<file path="src/rtl/stop_watch_dp.sv">
// rtl/stop_watch_dp.sv - stopwatch datapath: 10 ms time base and hh:mm:ss.cc counters
module stop_watch_dp #(
  parameter int P_TICK_DIV = 1_000_000,
  parameter int P_DIV_W    = 20
) (
  input  logic       iClk,
  input  logic       iRst,
  input  logic       iRun_Stop,
  input  logic       iClear,
  output logic [6:0] oMsec,
  output logic [5:0] oSec,
  output logic [5:0] oMin,
  output logic [4:0] oHour,
  output logic       oTick,
  output logic       oRollover
);

  // Last divider value before the 10 ms time base wraps.
  localparam logic [P_DIV_W-1:0] L_DIV_LAST = P_DIV_W'(P_TICK_DIV - 1);

  logic [P_DIV_W-1:0] r_div;
  logic [6:0]         r_msec;
  logic [5:0]         r_sec;
  logic [5:0]         r_min;
  logic [4:0]         r_hour;
  logic               r_tick;
  logic               r_rollover;

  logic               w_div_last;
  logic               w_msec_carry;
  logic               w_sec_carry;
  logic               w_min_carry;
  logic               w_hour_carry;
  logic [6:0]         w_msec_nxt;
  logic [5:0]         w_sec_nxt;
  logic [5:0]         w_min_nxt;
  logic [4:0]         w_hour_nxt;

  // >= rather than == so an out-of-range divider still wraps instead of
  // running away through the whole counter range.
  assign w_div_last = (r_div >= L_DIV_LAST);

  // Cascade: each field wraps to 0 with carry at (or beyond) its top value,
  // so a forced illegal value recovers on the next tick.
  assign w_msec_carry = (r_msec >= 7'd99);
  assign w_sec_carry  = w_msec_carry && (r_sec  >= 6'd59);
  assign w_min_carry  = w_sec_carry  && (r_min  >= 6'd59);
  assign w_hour_carry = w_min_carry  && (r_hour >= 5'd23);

  assign w_msec_nxt = w_msec_carry ? 7'd0 : r_msec + 7'd1;
  assign w_sec_nxt  = !w_msec_carry ? r_sec  : ((r_sec  >= 6'd59) ? 6'd0 : r_sec  + 6'd1);
  assign w_min_nxt  = !w_sec_carry  ? r_min  : ((r_min  >= 6'd59) ? 6'd0 : r_min  + 6'd1);
  assign w_hour_nxt = !w_min_carry  ? r_hour : ((r_hour >= 5'd23) ? 5'd0 : r_hour + 5'd1);

  // Divider, time fields and event pulses; reset beats clear beats run.
  always_ff @(posedge iClk) begin
    if (iRst || iClear) begin
      r_div      <= '0;
      r_msec     <= '0;
      r_sec      <= '0;
      r_min      <= '0;
      r_hour     <= '0;
      r_tick     <= 1'b0;
      r_rollover <= 1'b0;
    end else if (iRun_Stop) begin
      if (w_div_last) begin
        r_div      <= '0;
        r_msec     <= w_msec_nxt;
        r_sec      <= w_sec_nxt;
        r_min      <= w_min_nxt;
        r_hour     <= w_hour_nxt;
        r_tick     <= 1'b1;
        r_rollover <= w_hour_carry;
      end else begin
        r_div      <= r_div + 1'b1;
        r_tick     <= 1'b0;
        r_rollover <= 1'b0;
      end
    end else begin
      // Stopped: divider keeps its partial progress so resume loses no time.
      r_tick     <= 1'b0;
      r_rollover <= 1'b0;
    end
  end

  assign oMsec     = r_msec;
  assign oSec      = r_sec;
  assign oMin      = r_min;
  assign oHour     = r_hour;
  assign oTick     = r_tick;
  assign oRollover = r_rollover;

endmodule

</file>
<file path="config.mk">
export PLATFORM = sky130hd
export DESIGN_NAME = stop_watch_dp
export DESIGN_NICKNAME = d
export VERILOG_FILES = /design/src/rtl/stop_watch_dp.sv
export SDC_FILE = /design/constraint.sdc
export NUM_CORES = 1
export LEC_CHECK = 0
export CAP_MARGIN = 25
export CORE_MARGIN = 5
export CORE_UTILIZATION = 40
export CTS_BUF_LIST = sky130_fd_sc_hd__clkbuf_4 sky130_fd_sc_hd__clkbuf_8 sky130_fd_sc_hd__clkbuf_16
export CTS_CLUSTER_DIAMETER = 120
export DETAILED_ROUTE_END_ITERATION = 6
export GPL_ROUTABILITY_DRIVEN = 0
export PLACE_DENSITY_LB_ADDON = 0.2
export SLEW_MARGIN = 40
export SYNTH_ARGS = -nofsm -noshare
export SYNTH_HDL_FRONTEND = slang
export SYNTH_SLANG_ARGS = --single-unit
</file>
<file path="constraint.sdc">
create_clock -name iClk -period 2.1 [get_ports iClk]
set_input_delay 0.315 -clock iClk [delete_from_list [all_inputs] [get_ports iClk]]
set_output_delay 0.315 -clock iClk [all_outputs]
set_load 0.02 [all_outputs]
</file>
[Yosys cells after proc, flatten, opt, wreduce, memory -nomap -nowiden]
Cells that the tools add are included.
Word-level totals
  flip-flop bits (word level): 46
  output and inout bits: 26
  logic and storage cells: 35
Operators by class
  multiplexer cells: 6
  magnitude comparators: 5
  reductions and logical operators: 10
  add/sub/neg operators: 5
  bitwise gates (word level): 2
Operator list (count)
  20-bit by 1-bit adder with 20-bit output, second input constant: 1
  20-bit >= comparator, second input constant: 1
  20-bit two-way mux: 1
  6-bit by 1-bit adder with 6-bit output, second input constant: 2
  6-bit >= comparator, second input constant: 2
  6-bit two-way mux: 2
  3-bit AND reduction: 3
  7-bit by 1-bit adder with 7-bit output, second input constant: 1
  7-bit >= comparator, second input constant: 1
  7-bit two-way mux: 1
  5-bit by 1-bit adder with 5-bit output, second input constant: 1
  5-bit >= comparator, second input constant: 1
  5-bit two-way mux: 1
  1-bit logical AND: 3
  3-bit OR reduction: 1
  1-bit NOT: 2
  2-bit AND reduction: 1
  2-bit OR reduction: 1
  1-bit logical OR: 1
  1-bit two-way mux: 1

[Depth between registers and ports, before layout]
  depth after elaboration: 4
  depth in mapped cells: 7
  depth with buffers taken out: 6

[Least setup slack after synthesis]
OpenSTA, ideal clock, no wires.
  path type: register -> register
  from: register r_sec[0], in the netlist oSec[0]
  to: register r_min[4], in the netlist oMin[4]
  cell stages (with the launch flop): 7
  setup slack: 0.150 ns
  period minus slack after synthesis: 1.950 ns
  data arrival time: 1.879 ns
  path through: dfxtp_1 -> ha_1 -> o2111ai_1 -> a211o_1 -> buf_6 -> or4_1 -> a21oi_1
Between the ends
  longest elaborated chain between the ends: 3
RTL lines
  from (decl): line 23  | logic [5:0] r_sec;
  from (signal assigned): line 69  | r_sec <= w_sec_nxt;
  6-bit >= comparator: line 46  | assign w_sec_carry = w_msec_carry && (r_sec >= 6'd59);
  1-bit logical AND: line 46
  3-bit AND reduction (no line)
  to (signal assigned): line 70  | r_min <= w_min_nxt;
  to (decl): line 24  | logic [5:0] r_min;
No other way between the ends.
A chain may end at the register's enable or synchronous reset.

[Worst setup path in the final report]
  from: register r_msec[1], in the netlist oMsec[1]
  to: register r_sec[3], in the netlist oSec[3]
Between the ends
  longest elaborated chain between the ends: 2
RTL lines
  from (decl): line 22  | logic [6:0] r_msec;
  from (signal assigned): line 68  | r_msec <= w_msec_nxt;
  7-bit >= comparator: line 45  | assign w_msec_carry = (r_msec >= 7'd99);
  3-bit AND reduction (no line)
No other way between the ends.

==> flow_metrics.tcl <==
set metrics [dict create \
    nFillCells 525 \
    diodes 0 \
    ys_warn_count 0 \
    fin_crit_sh_pct 91.2 \
    synth-edff-count 0 \
    post-route-cell-area_um2 2800 \
    synth_top_cell_by_area "dfxtp_1" \
    rsz0062_at_grt "no" \
    yosysSeqAreaShare_pct 41.4 \
    dieHeight_um 84.6 \
    cts_tree "yes" \
    crit_type "register to register" \
    power.density_nw_per_um2 527 \
    route.detailed.drc 0 \
    fin_setup_tns_ns 0 \
    yosysMostFrequentCell "dfxtp_1" \
    fmax_mhz 522 \
    nets 320 \
    final_core_util_pct 51.5 \
    crit_arrival_ns 2.14 \
    p_leak_nw 0.963 \
    grt-ovfl-total 0 \
    die_width_um 84.6 \
    finalSetupViolCount 0 \
    crit_chain "ha_1 -> nor4_1 -> a21o_1 -> nor2_1 -> a311oi_1" \
    clock-sinks 46 \
    peakVddDrop_mv 0.347 \
    worst_clock_skew_ns 0.0172 \
    worstPathMaxFanout 14 \
    track_usage_pct 14.8 \
    worst_pin_slew_ns 0.452 \
    status "finished, final reports clean" \
    htreeDepth 2 \
    place_area_um2 2700 \
    cpLargestDelayFamily "compound AO/OA/AOI/OAI gates" \
    ios 30 \
    via_per_inst 5.35 \
    core_um2 5440 \
    drive_gt1_share_pct 9.94 \
    syn_to_final_growth_pct 25.9 \
    firstDrtPassIters 5 \
    max_stage_delay_ns 0.47 \
    hpwlAfterDp_um 3610 \
    hold_path.class "register to register" \
    required_ns 2.32 \
    cts_buffers 5 \
    yosys-top-cells-count "dfxtp_1, nor2_1, nand3_1, nand2_1, a21oi_1" \
    dp.cells 375 \
    detail-route-antenna-nets 0 \
    cap_violations 0 \
    critPathLaunchType "register" \
    ctsResizeCount 0 \
    antenna_found_initial 0 \
    syn_area_per_cell_um2 8.39 \
    port_buffers 29 \
    rows 27 \
    finalHoldViolations 0 \
    clock-root-buffer "clkbuf_8" \
    ys_types 43 \
    critPathBufInv 0 \
    grt_pass1_vias 2020 \
    clk_pin_slew_worst_paths_ns 0.10 \
    clock_latency_ns 0.30 \
    drt_iter0_drc 71 \
    wire_per_inst_um 13.3 \
    synth_flop_cell "dfxtp_1" \
    relSlewSlack_pct 69.6 \
    end_kind "register" \
    grt_max_degree 21 \
    synth_seq_cells 46 \
    drv_slew 0 \
    totalWireLength_um 5110 \
    syn-cell-area_um2 2220 \
    clk_path_buf_depth 2 \
    instances_no_fill 384 \
    async_reset_ff_share_pct 0 \
    ys_top_cells_by_area "dfxtp_1, nor2_1, nand3_1" \
    synthCells 265 \
    dieArea_um2 7150 \
    dr_total_vias 2056 \
    synth.top_cell.area_share_pct 41.4 \
    finalCriticalPeriod_ns 1.91 \
    initial_core_util_pct 40.9 \
    grt_pass1_wl_um 9060 \
    syn_nets 274 \
    crit_slowest_cell "a21o_1" \
    p_total_w 0.00148 \
]
==> where the power goes <==
group | total, W | leakage (nW) | switching (W) | internal (W)
Clock | 0.000566 | 0.0472 | 0.000301 | 0.000265
Combinational | 0.0000372 | 0.545 | 0.0000225 | 0.0000147
Sequential | 0.000874 | 0.370 | 0.00000132 | 0.000873
Total | 0.00148 | 0.963 | 0.000325 | 0.00115
==> state kept, by name, summed over array words and instances, names as in the netlist <==
| register | cells |
|---|---|
| oSec | 6 |
| oMsec | 7 |
| oTick | 1 |
| oHour | 5 |
| oRollover | 1 |
| oMin | 6 |
| r_div | 20 |
==> through the flow <==
step,hold slack (ns),setup slack (ns)
after CTS,0.499,0.162
after global placement,0.454,0.0281
after global routing,0.539,0.0304
after detailed placement,0.477,-0.00799
after floorplan,0.433,0.150
final,0.495,0.186
==> layer usage <==
metal / wire length [um] / GRT usage, % / vias up
li1: - / - / 1055
met1: 2540 / 20.3 / 948
met2: 2340 / 23.6 / 46
met3: 178 / 3.43 / 7
met4: 55 / 3.60 / 0
met5: 0 / 0 / -
==> layout by cell type, fill, tap and decap left out, types with 7 or more instances in the layout <==
cell type	n
nand2_1	21
o21ai_0	7
a21oi_1	20
xor2_1	11
buf_4	20
xnor2_1	7
dfxtp_1	46
nand4_1	8
nor2_1	41
clkdlybuf4s50_1	29
nand3_1	22
==> worst paths after layout <==
kind,slack [ns],to,start,depth (start not counted)
worst min register to register,0.49,r_div[19]$_SDFFE_PP0P_,r_div[19]$_SDFFE_PP0P_,2
worst max-delay path,0.19,oSec[3]$_SDFFE_PP0P_,oMsec[1]$_SDFFE_PP0P_,5
worst max register to register,0.19,oSec[3]$_SDFFE_PP0P_,oMsec[1]$_SDFFE_PP0P_,5
worst min-delay path,0.49,r_div[19]$_SDFFE_PP0P_,r_div[19]$_SDFFE_PP0P_,2
==> layout make-up <==
cell class	count	area [um^2]	area share, %
Clock buffer	6	82.6	2.95
Timing Repair Buffer	50	460	16.4
Inverter	1	3.75	0.134
Clock inverter	2	12.5	0.447
Multi-Input combinational cell	207	1230	43.9
Tap cell	72	90.1	3.22
Sequential cell	46	921	32.9
==> tightest hold or removal path: stages, from the launching register on <==
cell	delay (ns)
dfxtp_1	0.34
a41oi_1	0.05
nor2_1	0.08
==> cells by family after synthesis <==
logic type,Yosys count,synth area share [%]
flip-flops,46,41.4
buffers and inverters,12,3.26
multiplexers,3,1.35
XOR/XNOR,18,7.09
AND/OR/NAND/NOR,126,27.7
adder cells (fa/ha/maj),5,2.81
AO/OA/AOI/OAI,55,16.4
==> what timing repair did <==
item / in CTS / in global routing
buffers inserted: 0 / 1
setup endpoints to repair: 0 / 1
hold endpoints to repair: 0 / 0
hold buffers: 0 / 0
(Power assumes the default switching activity.)
